$ cat config.mk
export PLATFORM = sky130hd
export DESIGN_NAME = mem_access_unit
export DESIGN_NICKNAME = d
export VERILOG_FILES = /design/src/rtl/mem_access_unit.sv
export SDC_FILE = /design/constraint.sdc
export NUM_CORES = 1
export LEC_CHECK = 0
export CAP_MARGIN = 25
export CORE_ASPECT_RATIO = 2
export CORE_MARGIN = 4
export CORE_UTILIZATION = 25
export CTS_CLUSTER_SIZE = 24
export DETAILED_ROUTE_END_ITERATION = 10
export SETUP_SLACK_MARGIN = 0.2
export SYNTH_ARGS = -nofsm -noshare
export SYNTH_HDL_FRONTEND = slang
export SYNTH_SLANG_ARGS = --single-unit
$ cat constraint.sdc
create_clock -name clock -period 3.37 [get_ports clock]
set_input_delay 1.011 -clock clock [delete_from_list [all_inputs] [get_ports clock]]
set_output_delay 1.011 -clock clock [all_outputs]
set_load 0.02 [all_outputs]
$ cat src/rtl/mem_access_unit.sv
// MEM-stage load/store sequencer: breaks byte/half/word requests into single-byte
// accesses on an 8-bit memory port, most-significant byte first, and returns one response.
module mem_access_unit #(
  parameter int MEM_BYTES = 1024,
  parameter int ADDR_W    = 32
) (
  input  logic              clock,
  input  logic              reset_n,
  input  logic              req_valid,
  output logic              req_ready,
  input  logic              req_write,
  input  logic [1:0]        req_size,
  input  logic              req_unsigned,
  input  logic [ADDR_W-1:0] req_addr,
  input  logic [31:0]       req_wdata,
  output logic              resp_valid,
  output logic [31:0]       resp_rdata,
  output logic              resp_err,
  output logic              busy,
  output logic [ADDR_W-1:0] mem_address,
  output logic [7:0]        mem_writeData,
  output logic              mem_memWrite,
  output logic              mem_memRead,
  input  logic [7:0]        mem_readData
);

  localparam logic [ADDR_W-1:0] MEM_LIMIT = ADDR_W'(MEM_BYTES);

  typedef enum logic [1:0] {IDLE, ACCESS, RESP} state_t;

  state_t            state;
  logic [ADDR_W-1:0] base_q;
  logic [31:0]       wdata_q;
  logic [31:0]       data_q;
  logic [1:0]        last_q;
  logic [1:0]        idx_q;
  logic              wr_q;
  logic              uns_q;

  logic [1:0]        req_last;
  logic [ADDR_W-1:0] req_end;
  logic              req_err;
  logic [31:0]       load_shift;

  function automatic logic [7:0] byte_sel(input logic [31:0] w, input logic [1:0] sel);
    return w[{sel, 3'b000} +: 8];
  endfunction

  function automatic logic [31:0] extend(input logic [31:0] v, input logic [1:0] last,
                                         input logic uns);
    logic signed [7:0]  b;
    logic signed [15:0] h;
    b = v[7:0];
    h = v[15:0];
    case (last)
      2'd0:    extend = uns ? {24'd0, v[7:0]}  : 32'(b);
      2'd1:    extend = uns ? {16'd0, v[15:0]} : 32'(h);
      default: extend = v;
    endcase
  endfunction

  // Acceptance-time checks: alignment, bad size, and range including wrap past 2^ADDR_W.
  always_comb begin
    req_last = 2'd0;
    case (req_size)
      2'b01:   req_last = 2'd1;
      2'b10:   req_last = 2'd3;
      default: req_last = 2'd0;
    endcase
    req_end = req_addr + ADDR_W'(req_last);
    req_err = (req_size == 2'b11)
            || (req_size == 2'b01 && req_addr[0])
            || (req_size == 2'b10 && (req_addr[1:0] != 2'b00))
            || (req_addr >= MEM_LIMIT) || (req_end >= MEM_LIMIT);
    load_shift = {data_q[23:0], mem_readData};
  end

  always_ff @(posedge clock or negedge reset_n) begin
    if (!reset_n) begin
      state         <= IDLE;
      req_ready     <= 1'b1;
      busy          <= 1'b0;
      resp_valid    <= 1'b0;
      resp_rdata    <= '0;
      resp_err      <= 1'b0;
      mem_address   <= '0;
      mem_writeData <= '0;
      mem_memWrite  <= 1'b0;
      mem_memRead   <= 1'b0;
      base_q        <= '0;
      wdata_q       <= '0;
      data_q        <= '0;
      last_q        <= '0;
      idx_q         <= '0;
      wr_q          <= 1'b0;
      uns_q         <= 1'b0;
    end else begin
      resp_valid <= 1'b0;
      case (state)
        IDLE: begin
          if (req_valid) begin
            base_q    <= req_addr;
            wdata_q   <= req_wdata;
            last_q    <= req_last;
            wr_q      <= req_write;
            uns_q     <= req_unsigned;
            idx_q     <= '0;
            data_q    <= '0;
            busy      <= 1'b1;
            req_ready <= 1'b0;
            if (req_err) begin
              state      <= RESP;
              resp_valid <= 1'b1;
              resp_err   <= 1'b1;
              resp_rdata <= '0;
            end else begin
              state        <= ACCESS;
              mem_address  <= req_addr;
              mem_memRead  <= ~req_write;
              mem_memWrite <= req_write;
              if (req_write) mem_writeData <= byte_sel(req_wdata, req_last);
            end
          end
        end
        // ---- one byte per cycle; load byte captured at the edge closing the cycle
        ACCESS: begin
          if (!wr_q) data_q <= load_shift;
          if (idx_q == last_q) begin
            state        <= RESP;
            mem_memRead  <= 1'b0;
            mem_memWrite <= 1'b0;
            resp_valid   <= 1'b1;
            resp_err     <= 1'b0;
            resp_rdata   <= wr_q ? 32'd0 : extend(load_shift, last_q, uns_q);
          end else begin
            idx_q       <= idx_q + 2'd1;
            mem_address <= base_q + ADDR_W'(idx_q + 2'd1);
            if (wr_q) mem_writeData <= byte_sel(wdata_q, last_q - idx_q - 2'd1);
          end
        end
        // ---- response cycle; ready returns on the following cycle
        RESP: begin
          state      <= IDLE;
          busy       <= 1'b0;
          req_ready  <= 1'b1;
          resp_err   <= 1'b0;
          resp_rdata <= '0;
        end
        default: state <= IDLE;
      endcase
    end
  end

endmodule
==> impl_metrics.env, run 1 <==
export IMPL_status="finished clean"
export IMPL_antenna_found_initial=0
export IMPL_area_growth_pct=35.55
export IMPL_final_max_slew_viol_count=0
export IMPL_setup_tns_ps=0
export IMPL_drt_iter0_markers=346
export IMPL_min_period_ps=3088
export IMPL_ys_flop_type="dfrtp_1"
export IMPL_rows=96
export IMPL_cp_end_kind="register"
export IMPL_vias_per_cell=4.734
export IMPL_timing_fmax_mhz=323.9
export IMPL_synth_top_area_share_pct=49.34
export IMPL_cts_tree="yes"
export IMPL_start_util_pct=25.45
export IMPL_ys_warn_count=0
export IMPL_slowest_delay_ps=340
export IMPL_synthCells=723
export IMPL_dr_pass1_iters=4
export IMPL_hold_path_class="register to register"
export IMPL_timing_final_crit_share_pct=91.62
export IMPL_yosysTopAreaCell="dfrtp_1"
export IMPL_die_area_sq_um=38340
export IMPL_final_nets=1005
export IMPL_core_sq_um=34470
export IMPL_seq_area_frac_synth_pct=49.64
export IMPL_worstPathCellList="dlygate4sd2_1 > inv_2 > ha_2 > xor2_2 > ha_4 > a21oi_4 > nor4_4 > nor4_4 > buf_4 > buf_6 > a21oi_4 > bufbuf_16 > mux2_1"
export IMPL_nFillCells=3383
export IMPL_tightest_slew_ps=664.4
export IMPL_power_density_nw_per_um2=714.1
export IMPL_final_util_pct=34.50
export IMPL_whs_ps=501.8
export IMPL_multi_input_area_sq_um=4182
export IMPL_pwr_share_comb_pct=37.9
export IMPL_async_reset_ff_share_pct=100.0
export IMPL_grt_pass1_wl_um=40940
export IMPL_finalSetupViolCount=0
export IMPL_grt_use_total_pct=13.96
export IMPL_cts_root_buf="clkbuf_16"
export IMPL_p_leak_nw=4.963
export IMPL_crit_path_start_kind="input pin"
export IMPL_drc=0
export IMPL_synthesis_area_sq_um=8775
export IMPL_hpwl_um=19690
export IMPL_worstSetupPathType="input pin to register"
export IMPL_relSlewSlack_pct=55.13
export IMPL_clock_path_buffers=2
export IMPL_grt_pass1_vias=6945
export IMPL_cts_clk_slew_worst_paths_ps=70
export IMPL_stdcell_count=1366
export IMPL_r2r_slack_ps=760
export IMPL_post_synth_cell_area_avg_sq_um=12.14
export IMPL_drt_wl_total_um=26180
export IMPL_num_vias=6466
export IMPL_p_int_mw=5.568
export IMPL_io_buffers=156
export IMPL_die_h_um=272.9
export IMPL_rsz0062_at_grt="false"
export IMPL_dieWidth_um=140.5
export IMPL_antenna_left=0
export IMPL_io_pins=157
export IMPL_seq_area_sq_um=4355
export IMPL_worstSkewPairLatency_ps=440
export IMPL_ys_types=58
export IMPL_slowest_stage="nor4_4"
export IMPL_wl_per_cell_um=19.16
export IMPL_critPathRequiredTime_ps=3690
export IMPL_worstPathMaxFanout=5
export IMPL_drv_cap=0
export IMPL_overflow=0
export IMPL_p_seq_share_pct=38.9
export IMPL_htreeDepth=4
export IMPL_hold_viol_final=0
export IMPL_syn_num_nets=816
export IMPL_drive_gt1_share_pct=25.62
export IMPL_netSwitchingPower_mw=2.925
export IMPL_numCtsBuffers=17
export IMPL_synth_enable_flop_cells=0
export IMPL_ir_worst_vdd_uv=439.4
export IMPL_power_share_clock_pct=23.2
export IMPL_skew_ps=8.206
export IMPL_cp_arrival_ps=3410
export IMPL_synthTopCellsByArea="dfrtp_1 49%, mux2_2 10%, mux2_4 5.3%"
export IMPL_gp_congestion=0.8002
export IMPL_switching_share_pct=34.44
export IMPL_grt_max_degree=71
export IMPL_n_antenna_cell=0
export IMPL_clock_sinks=174
export IMPL_dp_cells=1330
export IMPL_ys_seq_elements=174
==> power by group through the flow <==
stage	Sequential, mW	Combinational (mW)	Clock (mW)
2_1_floorplan	3.47	1.79	0
3_3_place_gp	3.31	3.16	0
3_5_place_dp	3.34	3.22	0
4_1_cts	3.31	3.29	2.04
5_1_grt	3.41	3.46	2.12
6_report	3.30	3.22	1.97
==> layout make-up <==
| class | count | share of cell area [%] |
|---|---|---|
| Inverter | 25 | 0.8100 |
| Clock inverter | 12 | 0.9678 |
| Tap cell | 441 | 4.639 |
| Multi-Input combinational cell | 481 | 35.16 |
| Timing Repair Buffer | 213 | 17.88 |
| Clock buffer | 20 | 3.924 |
| Sequential cell | 174 | 36.62 |
==> cells in the mapped netlist (9+ instances only) <==
| master | number |
|---|---|
| mux2_4 | 31 |
| mux2i_1 | 13 |
| ha_1 | 13 |
| dfrtp_1 | 173 |
| nand2_1 | 45 |
| nand2b_1 | 23 |
| inv_1 | 25 |
| mux2_2 | 79 |
| a21oi_1 | 21 |
| a31oi_1 | 10 |
| xor2_1 | 10 |
| nor2_1 | 31 |
| or3_1 | 9 |
| o21ai_0 | 32 |
| nand3_1 | 10 |
| nand4_1 | 13 |
| a22o_1 | 40 |
| clkbuf_1 | 22 |
| mux4_2 | 16 |
| nor4_1 | 13 |
==> worst paths after layout <==
path / end / cells after the start / start
worst max-delay path: resp_rdata[12] / 13 / req_size[0]
worst min-delay path: resp_rdata[9] / 1 / resp_rdata[9]
worst max register to register: resp_rdata[12] / 8 / last_q[0]
worst min register to register: resp_rdata[9] / 1 / resp_rdata[9]
max in group asynchronous: mem_address[4] / 2 / reset_n
min in group asynchronous: wdata_q[26] / 1 / reset_n
==> per-stage QoR <==
step | instance area (sq um) | worst slack, ps | total power, mW
2_1_floorplan | 8856 | 202.8 | 5.259
3_3_place_gp | 11220 | -348.9 | 6.467
3_5_place_dp | 11220 | -375.1 | 6.562
4_1_cts | 11900 | 207.8 | 8.637
5_1_grt | 11890 | 215.1 | 8.989
6_report | 11890 | 282.4 | 8.493
==> routing by layer <==
metal | share of wire (%) | vias to the layer above | routed length, um | GRT usage, %
met1 | 35 | 3245 | 9228 | 14.00
met2 | 57 | 148 | 14910 | 26.60
met3 | 3.6 | 47 | 947 | 2.942
met4 | 4.2 | 0 | 1087 | 7.070
li1 | - | 3026 | - | -
met5 | 0 | - | 0 | 0
==> flip-flops by register name, indices dropped and copies added, names as in the netlist <==
name and flops:
base_q 32, busy 1, data_q 24, idx_q 2, last_q 2, mem_address 32
mem_memRead 1, mem_memWrite 1, mem_writeData 8, req_ready 1, resp_err 1, resp_rdata 32
resp_valid 1, state 2, uns_q 1, wdata_q 32, wr_q 1
==> cell usage in the layout, fill, tap and decap left out, types with 5 or more instances in the layout <==
master and count:
or3_1 9, a21oi_1 21, o21ai_0 32, nor4_1 12
xor2_1 9, clkdlybuf4s50_1 152, mux4_2 16, mux2_2 79
buf_12 7, nand2_1 45, nand4_1 13, mux2i_1 13
a22o_1 40, mux2_1 8, nand2b_1 23, ha_1 8
buf_4 46, clkbuf_16 17, mux2_4 31, inv_6 5
nor2_1 31, a31oi_1 10, inv_1 23, dfrtp_1 173
nand3_1 10, and3_1 6, nor3_1 7
==> cell families after synthesis <==
family | share of synthesized area (%)
AOI/OAI and AO/OA | 10.95
xor gates and xnor gates | 1.569
adders and majority gates | 2.082
buffers and inverters | 3.650
DFF | 49.64
muxes | 22.06
and+or+nand+nor | 10.05
==> critical path: cells and delay by family <==
family          cells  cell delay (ps)
compound gates      2              210
mux                 1              310
fa+ha+maj           2              380
simple gates        2              430
xor+xnor            1              170
buf+inv             5              890
==> repair_timing <==
item                                    4_1_cts  5_1_grt
endpoints found under the setup margin       43        4
cloned                                        2        0
pin swaps                                     3        2
buffers inserted                              2        0
gates resized for setup                       8        2
hold buffers                                  0        0
Power figures use the tool's default switching activity.
==> inputs of run 2 (changes only) <==
Settings changed: CELL_PAD_IN_SITES_DETAIL_PLACEMENT set to 2, CELL_PAD_IN_SITES_GLOBAL_PLACEMENT set to 2, PLACE_DENSITY_LB_ADDON set to 0.1.
==> run 2 against run 1 <==
Effect of this change:
- flip-flop and latch count unchanged
- global-route usage increased by 1.7 points
- combinational power about the same
- sequential share of layout area decreased by 0.14 points
- maximum frequency increased by 3.3%
- sequential power increased by 2%
- clock-buffer cell count decreased by 3
- die area unchanged
- routed wire length increased by 12%
- power increased by 2.4%
- critical path depth decreased by 1
- utilization increased by 0.13 points
- critical path type unchanged
- critical endpoint is now mem_address[6]
==> impl_metrics.env, run 2 (synthesis gave the netlist of run 1 again) <==
export IMPL_status="finished clean"
export IMPL_wl_per_cell_um=21.39
export IMPL_io_buffers=156
export IMPL_final_max_slew_viol_count=0
export IMPL_io_pins=157
export IMPL_cts_root_buf="clkbuf_16"
export IMPL_dr_pass1_iters=4
export IMPL_antenna_left=0
export IMPL_start_util_pct=25.45
export IMPL_drt_iter0_markers=252
export IMPL_ir_worst_vdd_uv=380.8
export IMPL_hpwl_um=21760
export IMPL_grt_pass1_wl_um=46400
export IMPL_skew_ps=12.67
export IMPL_antenna_found_initial=0
export IMPL_final_util_pct=34.64
export IMPL_fin_ws_ps=380.2
export IMPL_clock_path_buffers=2
export IMPL_tightest_slew_ps=783.3
export IMPL_core_sq_um=34470
export IMPL_relSlewSlack_pct=47.52
export IMPL_gp_congestion=0.7599
export IMPL_htreeDepth=4
export IMPL_die_area_sq_um=38340
export IMPL_hold_viol_final=0
export IMPL_critPathRequiredTime_ps=3700
export IMPL_grt_max_degree=58
export IMPL_grt_use_total_pct=15.66
export IMPL_rsz0062_at_grt="false"
export IMPL_min_period_ps=2990
export IMPL_n_antenna_cell=0
export IMPL_final_nets=1010
export IMPL_layout_commonest_cell="dfrtp_1"
export IMPL_drive_gt1_share_pct=25.91
export IMPL_cp_arrival_ps=3320
export IMPL_hold_path_class="register to register"
export IMPL_dieWidth_um=140.5
export IMPL_finalSetupViolCount=0
export IMPL_rows=96
export IMPL_nFillCells=3620
export IMPL_p_leak_nw=4.973
export IMPL_area_growth_pct=36.08
export IMPL_numCtsBuffers=17
export IMPL_drt_wl_total_um=29330
export IMPL_cp_end_kind="register"
export IMPL_grt_pass1_vias=7760
export IMPL_cts_clk_slew_worst_paths_ps=70
export IMPL_timing_fmax_mhz=334.5
export IMPL_post_dp_cell_area_sq_um=11310
export IMPL_drc=0
export IMPL_dp_slack_ps=-461.1
export IMPL_cts_tree="yes"
export IMPL_final_cell_mix="173 x dfrtp_1, 153 x clkdlybuf4s50_1, 79 x mux2_2, 53 x buf_4, 45 x nand2_1"
export IMPL_worstPathMaxFanout=19
export IMPL_worstSkewPairLatency_ps=450
export IMPL_setup_tns_ps=0
export IMPL_final_area_sq_um=11940
export IMPL_crit_path_start_kind="input pin"
export IMPL_p_total_mw=8.699
export IMPL_num_vias=6562
export IMPL_worstSetupPathType="input pin to register"
export IMPL_vias_per_cell=4.786
export IMPL_die_h_um=272.9
export IMPL_drv_cap=0
export IMPL_clock_sinks=174
export IMPL_overflow=0
export IMPL_power_density_nw_per_um2=728.6
export IMPL_timing_final_crit_share_pct=88.72
-- run 2: through the flow --
stage	instances	hold WS (ps)
2_1_floorplan	723	464.2
3_3_place_gp	1338	480.7
3_5_place_dp	1338	488.0
4_1_cts	1370	510.4
5_1_grt	1371	527.2
6_report	1371	504.1
-- run 2: timing repair --
item | 4_1_cts | 5_1_grt
gates resized for setup | 3 | 2
setup endpoints to repair | 72 | 29
buffers inserted | 0 | 1
hold buffers | 0 | 0
pin swaps | 2 | 2
-- run 2: per-layer routing --
layer | GRT usage [%] | share of wire (%)
met3 | 2.294 | 2.3
met1 | 16.89 | 37
met5 | 0 | 0
met4 | 4.262 | 1.4
met2 | 31.04 | 59
-- run 2: cell type report --
type / instances / area [sq um] / share of cell area [%]
inverter: 25 / 96.34 / 0.8069
clock inverter: 15 / 187.7 / 1.572
multi-input combinational: 481 / 4185 / 35.05
sequential: 174 / 4355 / 36.48
tap: 441 / 551.8 / 4.621
clock buffer: 17 / 425.4 / 3.563
timing repair buffer: 218 / 2138 / 17.91
-- run 2: critical path, cell delays in order --
cell and delay, ps:
dlygate4sd2_1 310, ha_4 310, inv_4 30, ha_4 150
ha_4 160, a21oi_4 160, o31a_1 210, nor4_4 50
buf_4 150, o21ai_4 180, buf_12 240, mux2_1 340
-- run 2: path summary, 6_finish.rpt --
check                       startpoint  slack [ps]               end  cells past startpoint
min reg2reg                 data_q[17]         500        data_q[17]                      1
min                         data_q[17]         500        data_q[17]                      1
max in group asynchronous      reset_n        2060       wdata_q[29]                      2
min in group asynchronous      reset_n         520   mem_address[24]                      1
max                        req_size[1]         380    mem_address[6]                     12
max reg2reg                  last_q[0]         800  mem_writeData[1]                      5
-- run 2: power breakdown --
part,leakage [nW],total (mW),internal (mW),switching [mW]
combinational,2.48,3.24,1.74,1.50
clock,0.301,2.10,1.07,1.02
sequential,2.19,3.36,2.76,0.605
total,4.97,8.70,5.57,3.13
==> inputs of run 3 (changes only) <==
Settings changed: HOLD_SLACK_MARGIN set to 0.05.
==> results of run 3 <==
No change in the layout: final DEF, timing and power equal those of run 2.
